**src/rtl/qlearn_episode_ctrl.sv**
```systemverilog
// rtl/qlearn_episode_ctrl.sv - Q-learning episode/step sequencer
//
// Drives training episodes from a latched start state. Every step it asks the
// policy/environment unit for an action and next state, reads the reward ROM
// at that next state, then offers the (state, action, next state, reward)
// tuple to the Q-update unit. Episodes end on the goal state or the step
// limit; the run ends after NUM_EPISODES episodes.
//
// Ports:
//   i_clk, i_rst_n            clock (rising edge), async active-low reset
//   i_start, i_init_state     start a run from i_init_state (IDLE only)
//   o_act_req, o_cur_st       action request for the current state
//   i_act_valid, i_action,
//   i_next_st                 policy/environment response
//   o_rom_st, i_rom_rt        reward ROM address / combinational read data
//   o_upd_valid, i_upd_ready  update tuple handshake
//   o_upd_st, o_upd_act,
//   o_upd_nst, o_upd_rt       update tuple payload
//   o_busy, o_done            run in progress / end-of-run pulse
//   o_step_cnt, o_epi_cnt     steps in current episode / episodes completed

module qlearn_episode_ctrl #(
  parameter int STATES_WIDTH  = 4,
  parameter int ACTIONS_WIDTH = 2,
  parameter int DATA_WIDTH    = 16,
  parameter int STEP_WIDTH    = 8,
  parameter int EPI_WIDTH     = 8,
  parameter int MAX_STEPS     = 64,
  parameter int NUM_EPISODES  = 16,
  parameter int GOAL_STATE    = 15
) (
  input  logic                     i_clk,
  input  logic                     i_rst_n,
  input  logic                     i_start,
  input  logic [STATES_WIDTH-1:0]  i_init_state,
  output logic                     o_act_req,
  output logic [STATES_WIDTH-1:0]  o_cur_st,
  input  logic                     i_act_valid,
  input  logic [ACTIONS_WIDTH-1:0] i_action,
  input  logic [STATES_WIDTH-1:0]  i_next_st,
  output logic [STATES_WIDTH-1:0]  o_rom_st,
  input  logic [DATA_WIDTH-1:0]    i_rom_rt,
  output logic                     o_upd_valid,
  input  logic                     i_upd_ready,
  output logic [STATES_WIDTH-1:0]  o_upd_st,
  output logic [ACTIONS_WIDTH-1:0] o_upd_act,
  output logic [STATES_WIDTH-1:0]  o_upd_nst,
  output logic [DATA_WIDTH-1:0]    o_upd_rt,
  output logic                     o_busy,
  output logic                     o_done,
  output logic [STEP_WIDTH-1:0]    o_step_cnt,
  output logic [EPI_WIDTH-1:0]     o_epi_cnt
);

  localparam logic [STATES_WIDTH-1:0] GOAL_C  = STATES_WIDTH'(GOAL_STATE);
  localparam logic [STEP_WIDTH-1:0]   MAX_C   = STEP_WIDTH'(MAX_STEPS);
  localparam logic [EPI_WIDTH-1:0]    NUM_C   = EPI_WIDTH'(NUM_EPISODES);

  typedef enum logic [2:0] {
    S_IDLE,
    S_ACT,
    S_RWD,
    S_UPD,
    S_CHK,
    S_DONE
  } state_t;

  state_t                   state;
  logic [STATES_WIDTH-1:0]  init_st;
  logic [STATES_WIDTH-1:0]  cur_st;
  logic [ACTIONS_WIDTH-1:0] act_r;
  logic [STATES_WIDTH-1:0]  nst_r;
  logic [DATA_WIDTH-1:0]    rt_r;
  logic [STEP_WIDTH-1:0]    step_cnt;
  logic [EPI_WIDTH-1:0]     epi_cnt;
  logic                     act_req_r;
  logic                     upd_valid_r;
  logic                     busy_r;
  logic                     done_r;

  // Goal is tested first, but either condition ends the episode exactly once,
  // so the OR is all the CHK state needs.
  logic                     episode_end;
  logic [EPI_WIDTH-1:0]     epi_next;

  assign episode_end = (nst_r == GOAL_C) || (step_cnt == MAX_C);
  assign epi_next    = epi_cnt + 1'b1;

  always_ff @(posedge i_clk or negedge i_rst_n) begin
    if (!i_rst_n) begin
      state       <= S_IDLE;
      init_st     <= '0;
      cur_st      <= '0;
      act_r       <= '0;
      nst_r       <= '0;
      rt_r        <= '0;
      step_cnt    <= '0;
      epi_cnt     <= '0;
      act_req_r   <= 1'b0;
      upd_valid_r <= 1'b0;
      busy_r      <= 1'b0;
      done_r      <= 1'b0;
    end else begin
      case (state)
        S_IDLE: begin
          if (i_start) begin
            init_st   <= i_init_state;
            cur_st    <= i_init_state;
            step_cnt  <= '0;
            epi_cnt   <= '0;
            act_req_r <= 1'b1;
            busy_r    <= 1'b1;
            state     <= S_ACT;
          end
        end

        // nst_r doubles as the ROM address, so it only moves on this edge and
        // the ROM gets the whole RWD cycle to settle.
        S_ACT: begin
          if (i_act_valid) begin
            act_r     <= i_action;
            nst_r     <= i_next_st;
            act_req_r <= 1'b0;
            state     <= S_RWD;
          end
        end

        S_RWD: begin
          rt_r        <= i_rom_rt;
          upd_valid_r <= 1'b1;
          state       <= S_UPD;
        end

        // Payload registers are not touched here, so they stay stable for
        // however long the update unit stalls.
        S_UPD: begin
          if (i_upd_ready) begin
            upd_valid_r <= 1'b0;
            step_cnt    <= step_cnt + 1'b1;
            state       <= S_CHK;
          end
        end

        S_CHK: begin
          if (episode_end) begin
            epi_cnt  <= epi_next;
            step_cnt <= '0;
            if (epi_next == NUM_C) begin
              done_r <= 1'b1;
              state  <= S_DONE;
            end else begin
              cur_st    <= init_st;
              act_req_r <= 1'b1;
              state     <= S_ACT;
            end
          end else begin
            cur_st    <= nst_r;
            act_req_r <= 1'b1;
            state     <= S_ACT;
          end
        end

        // Busy stays high through DONE and falls together with o_done.
        S_DONE: begin
          done_r <= 1'b0;
          busy_r <= 1'b0;
          state  <= S_IDLE;
        end

        default: begin
          act_req_r   <= 1'b0;
          upd_valid_r <= 1'b0;
          busy_r      <= 1'b0;
          done_r      <= 1'b0;
          state       <= S_IDLE;
        end
      endcase
    end
  end

  assign o_act_req   = act_req_r;
  assign o_cur_st    = cur_st;
  assign o_rom_st    = nst_r;
  assign o_upd_valid = upd_valid_r;
  assign o_upd_st    = cur_st;
  assign o_upd_act   = act_r;
  assign o_upd_nst   = nst_r;
  assign o_upd_rt    = rt_r;
  assign o_busy      = busy_r;
  assign o_done      = done_r;
  assign o_step_cnt  = step_cnt;
  assign o_epi_cnt   = epi_cnt;

endmodule

```
**config.mk**
```make
export PLATFORM = sky130hd
export DESIGN_NAME = qlearn_episode_ctrl
export DESIGN_NICKNAME = d
export VERILOG_FILES = /design/src/rtl/qlearn_episode_ctrl.sv
export SDC_FILE = /design/constraint.sdc
export NUM_CORES = 1
export LEC_CHECK = 0
export ABC_AREA = 1
export BUFFER_PORTS_ARGS = -buffer_cell sky130_fd_sc_hd__buf_2
export CAP_MARGIN = 40
export CORE_ASPECT_RATIO = 1.4
export CORE_MARGIN = 4
export CORE_UTILIZATION = 46
export DETAILED_ROUTE_END_ITERATION = 10
export GPL_TIMING_DRIVEN = 1
export MAX_ROUTING_LAYER = met4
export PLACE_DENSITY_LB_ADDON = 0.25
export SYNTH_ARGS = -nofsm -noshare
export SYNTH_HDL_FRONTEND = slang
export SYNTH_SLANG_ARGS = --single-unit
```
**constraint.sdc**
```tcl
create_clock -name i_clk -period 1.7 [get_ports i_clk]
set_input_delay 0.34 -clock i_clk [delete_from_list [all_inputs] [get_ports i_clk]]
set_output_delay 0.34 -clock i_clk [all_outputs]
set_load 0.005 [all_outputs]
```
Word-level counts from Yosys, hierarchy flattened
Cells that the tools add are included.
{"block": "word_totals", "input_bits": 31, "word_cells": 77, "reg_bits": 53, "output_inout_bits": 54}
{"block": "classes", "add_sub_neg": 2, "n_bitwise": 4, "n_reduce_logical": 18, "n_mux": 27, "eq_ne": 14}
{"op": "8-bit 2-to-1 mux", "n": 4}
{"op": "8-bit case mux with 3 select lines", "n": 1}
{"op": "8-bit by 1-bit adder with 8-bit output (second input constant)", "n": 2}
{"op": "8-bit case mux with 2 select lines", "n": 1}
{"op": "3-bit 2-to-1 mux", "n": 5}
{"op": "3-bit case mux with 5 select lines", "n": 1}
{"op": "4-bit 2-to-1 mux", "n": 3}
{"op": "3-bit AND reduction", "n": 4}
{"op": "4-bit OR reduction", "n": 3}
{"op": "2-bit inequality test (second input constant)", "n": 5}
{"op": "8-bit by 5-bit == test with 1-bit output (second input constant)", "n": 1}
{"op": "8-bit by 7-bit == test with 1-bit output (second input constant)", "n": 1}
{"op": "4-bit case mux with 2 select lines", "n": 1}
{"op": "2-bit AND reduction", "n": 4}
{"op": "4-bit AND reduction", "n": 2}
{"op": "1-bit 2-to-1 mux", "n": 7}
{"op": "3-bit by 2-bit == test with 1-bit output (second input constant)", "n": 2}
{"op": "3-bit == test (second input constant)", "n": 2}
{"op": "4-bit == test (second input constant)", "n": 1}
{"op": "1-bit inverter", "n": 4}
{"op": "1-bit case mux with 2 select lines", "n": 2}
{"op": "1-bit case mux with 4 select lines", "n": 1}
{"op": "3-bit by 1-bit == test with 1-bit output (second input constant)", "n": 1}
{"op": "3-bit zero test", "n": 1}
{"op": "other kinds (6)", "n": 6}

Depth between registers and ports, before layout
{"block": "logic_depth", "word_depth": 5, "depth_mapped": 12, "mapped_depth_nobuf": 12}

Worst setup path after synthesis
OpenSTA, ideal clock, no wires.
{"block": "synth_path", "path_type": "register -> register", "start": "register step_cnt[0] (netlist: o_step_cnt[0])", "end": "register step_cnt[7] (netlist: o_step_cnt[7])", "setup_slack_ns": -0.034, "required_time_ns": 1.572, "path_buffers": 1, "path_stages_with_launch": 11, "synth_period_minus_slack_ns": 1.734, "setup_time_ns": 0.128, "arrival_time_ns": 1.606, "cell_sequence": "dfrtp_1 inv_1 ha_1 nand3_2 o21ai_4 inv_1 nand2_1 o2111ai_4 buf_8 nand2_2 o21ai_2"}
{"block": "synth_via", "elab_chain_len": 4, "word_cells_on_any_way": 7, "classes_between": "add/sub (1); eq/ne (2); mux (2); reduce/logical (2)"}
{"element": "start: declaration", "line_no": "74", "source": "logic [STEP_WIDTH-1:0] step_cnt;"}
{"element": "start signal: assignment", "line_no": "139", "source": "step_cnt <= step_cnt + 1'b1;"}
{"element": "parallel branches: the longest is 4 deep, another holds 8-bit by 1-bit adder with 8-bit output"}
Parallel ways; which one is timed is not known. The select of a mux whose other input is x is not followed.
A chain may end at the register's enable or synchronous reset.

Worst setup path after layout
{"block": "layout_path", "start": "register step_cnt[0] (netlist: o_step_cnt[0])", "end": "register cur_st[1] (netlist: o_cur_st[1])"}
{"block": "layout_via", "elab_chain_len": 4, "word_cells_on_any_way": 6, "classes_between": "eq/ne (2); mux (2); reduce/logical (2)"}
{"element": "8-bit by 7-bit == test with 1-bit output (*)", "line_no": "86", "source": "assign episode_end = (nst_r == GOAL_C) || (step_cnt == MAX_C);"}
{"element": "1-bit logical OR (*)", "line_no": "86"}
{"element": "3-bit inequality test (no source line) / 4-bit 2-to-1 mux (equally long branches)"}
{"element": "3-bit AND reduction (no source line) / 4-bit case mux with 2 select lines (equally long branches)"}
{"element": "end signal: assignment", "line_no": "108", "source": "cur_st <= i_init_state;"}
{"element": "end signal: assignment", "line_no": "152", "source": "cur_st <= init_st;"}
{"element": "end signal: assignment", "line_no": "157", "source": "cur_st <= nst_r;"}
{"element": "end: declaration", "line_no": "70", "source": "logic [STATES_WIDTH-1:0] cur_st;"}
Every way passes the cells marked *; elsewhere a longest branch is shown, timed or not.

==> summary.log <==
[sta] Worst Hold Slack 0.0116 ns
[sta] Worst Clk Skew 0.00682 ns
[synth] synthesized instance count 289
[clocking] clock tree from TritonCTS yes
[floorplanning] # rows 32
[clocking] maximum level of the CTS H-tree 2
[cells_and_area] synthesis-to-finish area growth 27.3%
[synth] top area cells in the synthesized netlist dfrtp_1, nand2_1, mux2_2, inv_1, nand3_1
[floorplanning] core area 5610 um2
[clocking] buffer cell driving the clock tree root clkbuf_8
[critical_path] type of destination of the critical path flop
[synth] Synthesis Warnings 0
[synth] share of async-settable or async-resettable flops after synthesis 100%
[synth] sequential cell area fraction in the yosys report 49.4%
[pwr] maximum resistive drop on vdd 997 uV
[critical_path] Critical Path RT 1.94 ns
[drt] vias per std cell 4.95
[pwr] overall power 4.98 mW
[drt] DRC viols 0
[global_route] initial antenna violation count 0
[synth] syn nets 324
[sta] Final setup violation count 0
[placed_design] detailed placement HPWL 4590 um
[floorplanning] height of the die 98.4 um
[clocking] Clock transition at path regs 0.09 ns
[sta] minimum clock period 1.57 ns
[global_route] pin count of the biggest net entering global routing 54
[synth] #FFs+latches synth 53
[critical_path] arrival time reported for the critical path endpoint 1.82 ns
[global_route] total gr overflow 0
[synth] most used standard cell by instance count after synthesis nand2_1
[synth] number of synthesized flops with an enable pin 0
[clocking] Clk Latency, worst-skew pair 0.30 ns
[placed_design] GP Congestion 0.764
[synth] top cell type's share of synthesized area 49.4%
[clocking] maximum buffer depth of the clock tree 2
[floorplanning] I/O pins 85
[sta] final number of hold-violating endpoints 0
[synth] Syn Area/Cell 9.29 um2
[synth] flip-flop cell with the highest count after synthesis dfrtp_1
[sta] transition at the pin with the smallest max-transition slack 0.290 ns
[drt] number of nets with antenna violations after detailed routing 0
[cells_and_area] # nets final 421
[cells_and_area] total of fill cells in the finished design 518
[critical_path] kind of start point of the critical path flop
[sta] Relative slew margins 80.6%
[floorplanning] initial standard-cell utilization of the core 47.9%
[clocking] number of clock buffers inserted by TritonCTS 5
[run_status] outcome finished, final reports clean
[floorplanning] die footprint 7140 um2
[drt] Detailed Routing Iterations Pass 1 4
[drt] Routed Wire Length 5930 um
[synth] leading area contributor after synthesis dfrtp_1
[synth] number of distinct library cell variants in the gate-level netlist after synthesis 30
[cells_and_area] final core occ 61.0%
[run] number of max-cap violations 0
[synth] most frequent cells after synthesis nand2_1, dfrtp_1, inv_1, mux2_2, nand3_1
[sta] timing-limited maximum frequency 635 MHz
[global_route] global-route wire length before repair 10100 um
[hold_path] type of the worst min-delay path primary input to async pin
[sta] final period utilization 92.6%
[synth] Mapped Area 2690 um2
[critical_path] Crit Path Max Fanout 4
[drt] routed length per instance 13.1 um
[global_route] vias in the first global route 2254
[cells_and_area] share of layout cells above drive strength 1 43.8%
[floorplanning] width of the die 72.6 um
[drt] routed via count 2248
[global_route] GRT Overall Usage 17.9%
[pwr] leakage dissipation 1.76 nW
[placed_design] Port Buf Inserts 84
[clocking] Clock Sinks 53
[sta] max-slew violation count 0
[pwr] total power per unit cell area 1460 nW/um2
[critical_path] kind of critical path flop to flop
[clocking] hold-fix buffer count after cts 0
[drt] initial drt markers 61
[cells_and_area] antenna diode instance count 0
worst max-delay path, cell delays in order (launching register included):
cell and delay [ns]:
dfrtp_1 0.39, inv_1 0.07, ha_1 0.16, nand3_2 0.11
o21ai_4 0.17, nand2_1 0.09, nor2_2 0.11, nand3_2 0.08
nand2_2 0.08, buf_4 0.13, nand3_1 0.06, nand2_1 0.08
cells in the final DEF (no fill, tap or decap), drive strengths merged, types with 2 or more instances in the layout:
cell	netlist	layout
o211ai	2	2
nand4	5	5
xor2	3	3
nor3	5	5
clkbuf	1	5
dfrtp	53	53
or2	5	5
buf	11	102
nor2	17	17
mux2	22	22
clkinv	0	2
inv	32	31
o22ai	2	2
a21oi	2	2
nand2	73	73
nand3	21	21
o21ai	28	28
ha	4	4
final timing paths:
kind / endpoint / from / cells after the start / slack, ns
min in group i_clk: o_rom_st[3]$_DFFE_PN0P_ / i_next_st[3] / 2 / 0.26
hold / removal: o_epi_cnt[4]$_DFFE_PN0P_ / i_rst_n / 2 / 0.01
hold reg to reg: o_upd_valid$_DFFE_PN0P_ / o_upd_valid$_DFFE_PN0P_ / 2 / 0.48
setup reg to reg: o_cur_st[1]$_DFFE_PN0P_ / o_step_cnt[0]$_DFFE_PN0P_ / 11 / 0.13
setup / recovery: o_cur_st[1]$_DFFE_PN0P_ / o_step_cnt[0]$_DFFE_PN0P_ / 11 / 0.13
max in group asynchronous: o_rom_st[2]$_DFFE_PN0P_ / i_rst_n / 2 / 1.43
logic make-up after synthesis:
family / share of synthesized area [%]
buffers and inverters: 7.78
muxes: 9.23
DFF: 49.4
AOI/OAI and AO/OA: 9.65
adders and majority gates: 1.86
xor gates and xnor gates: 0.979
and+or+nand+nor: 21.1
metrics by stage:
stage               setup WS (ns)  instances  TNS, ns  area (um2)
floorplan                  0.0106        289        0        2690
global route              -0.0127        454  -0.0280        3420
detailed placement        -0.0106        446  -0.0106        3240
finish                      0.126        454        0        3420
CTS                        0.0284        454        0        3370
global placement           0.0469        446        0        3240
report_power, final:
group / total [mW] / switching, mW / internal, mW / leakage [nW]
Combinational: 2.15 / 1.08 / 1.07 / 1.04
Sequential: 2.00 / 0.293 / 1.71 / 0.665
Clock: 0.823 / 0.394 / 0.428 / 0.0540
routing by layer:
| layer | wire (um) | part of all wire [%] | global-route usage, % | vias to the layer above |
|---|---|---|---|---|
| li1 | - | - | - | 1129 |
| met1 | 2330 | 39 | 20.7 | 1046 |
| met2 | 3180 | 54 | 30.7 | 67 |
| met3 | 349 | 5.9 | 4.22 | 6 |
| met4 | 61 | 1.0 | 4.55 | 0 |
| met5 | 0 | 0 | - | - |
sequential cells by signal, summed over array words and instances, names as in the netlist:
signal and count:
init_st 4, o_busy 1, o_act_req 1, o_upd_rt 16
o_upd_act 2, o_upd_valid 1, state 3, o_rom_st 4
o_epi_cnt 8, o_step_cnt 8, o_done 1, o_cur_st 4
timing repair:
action                     CTS  global route
pin swaps                    0             1
setup endpoints to repair    7            14
setup buffers                1             0
gates resized for setup      0            18
final cells by class:
| type | count | area, um2 | share of cell area, % |
|---|---|---|---|
| multi-input cells | 192 | 1200 | 35.0 |
| clock buffers | 5 | 68.8 | 2.01 |
| clock inverters | 2 | 35.0 | 1.02 |
| flip-flops and latches | 53 | 1330 | 38.8 |
| inverters | 32 | 125 | 3.66 |
| well taps | 68 | 85.1 | 2.49 |
| repair buffers | 102 | 581 | 17.0 |
(Power assumes the default switching activity.)
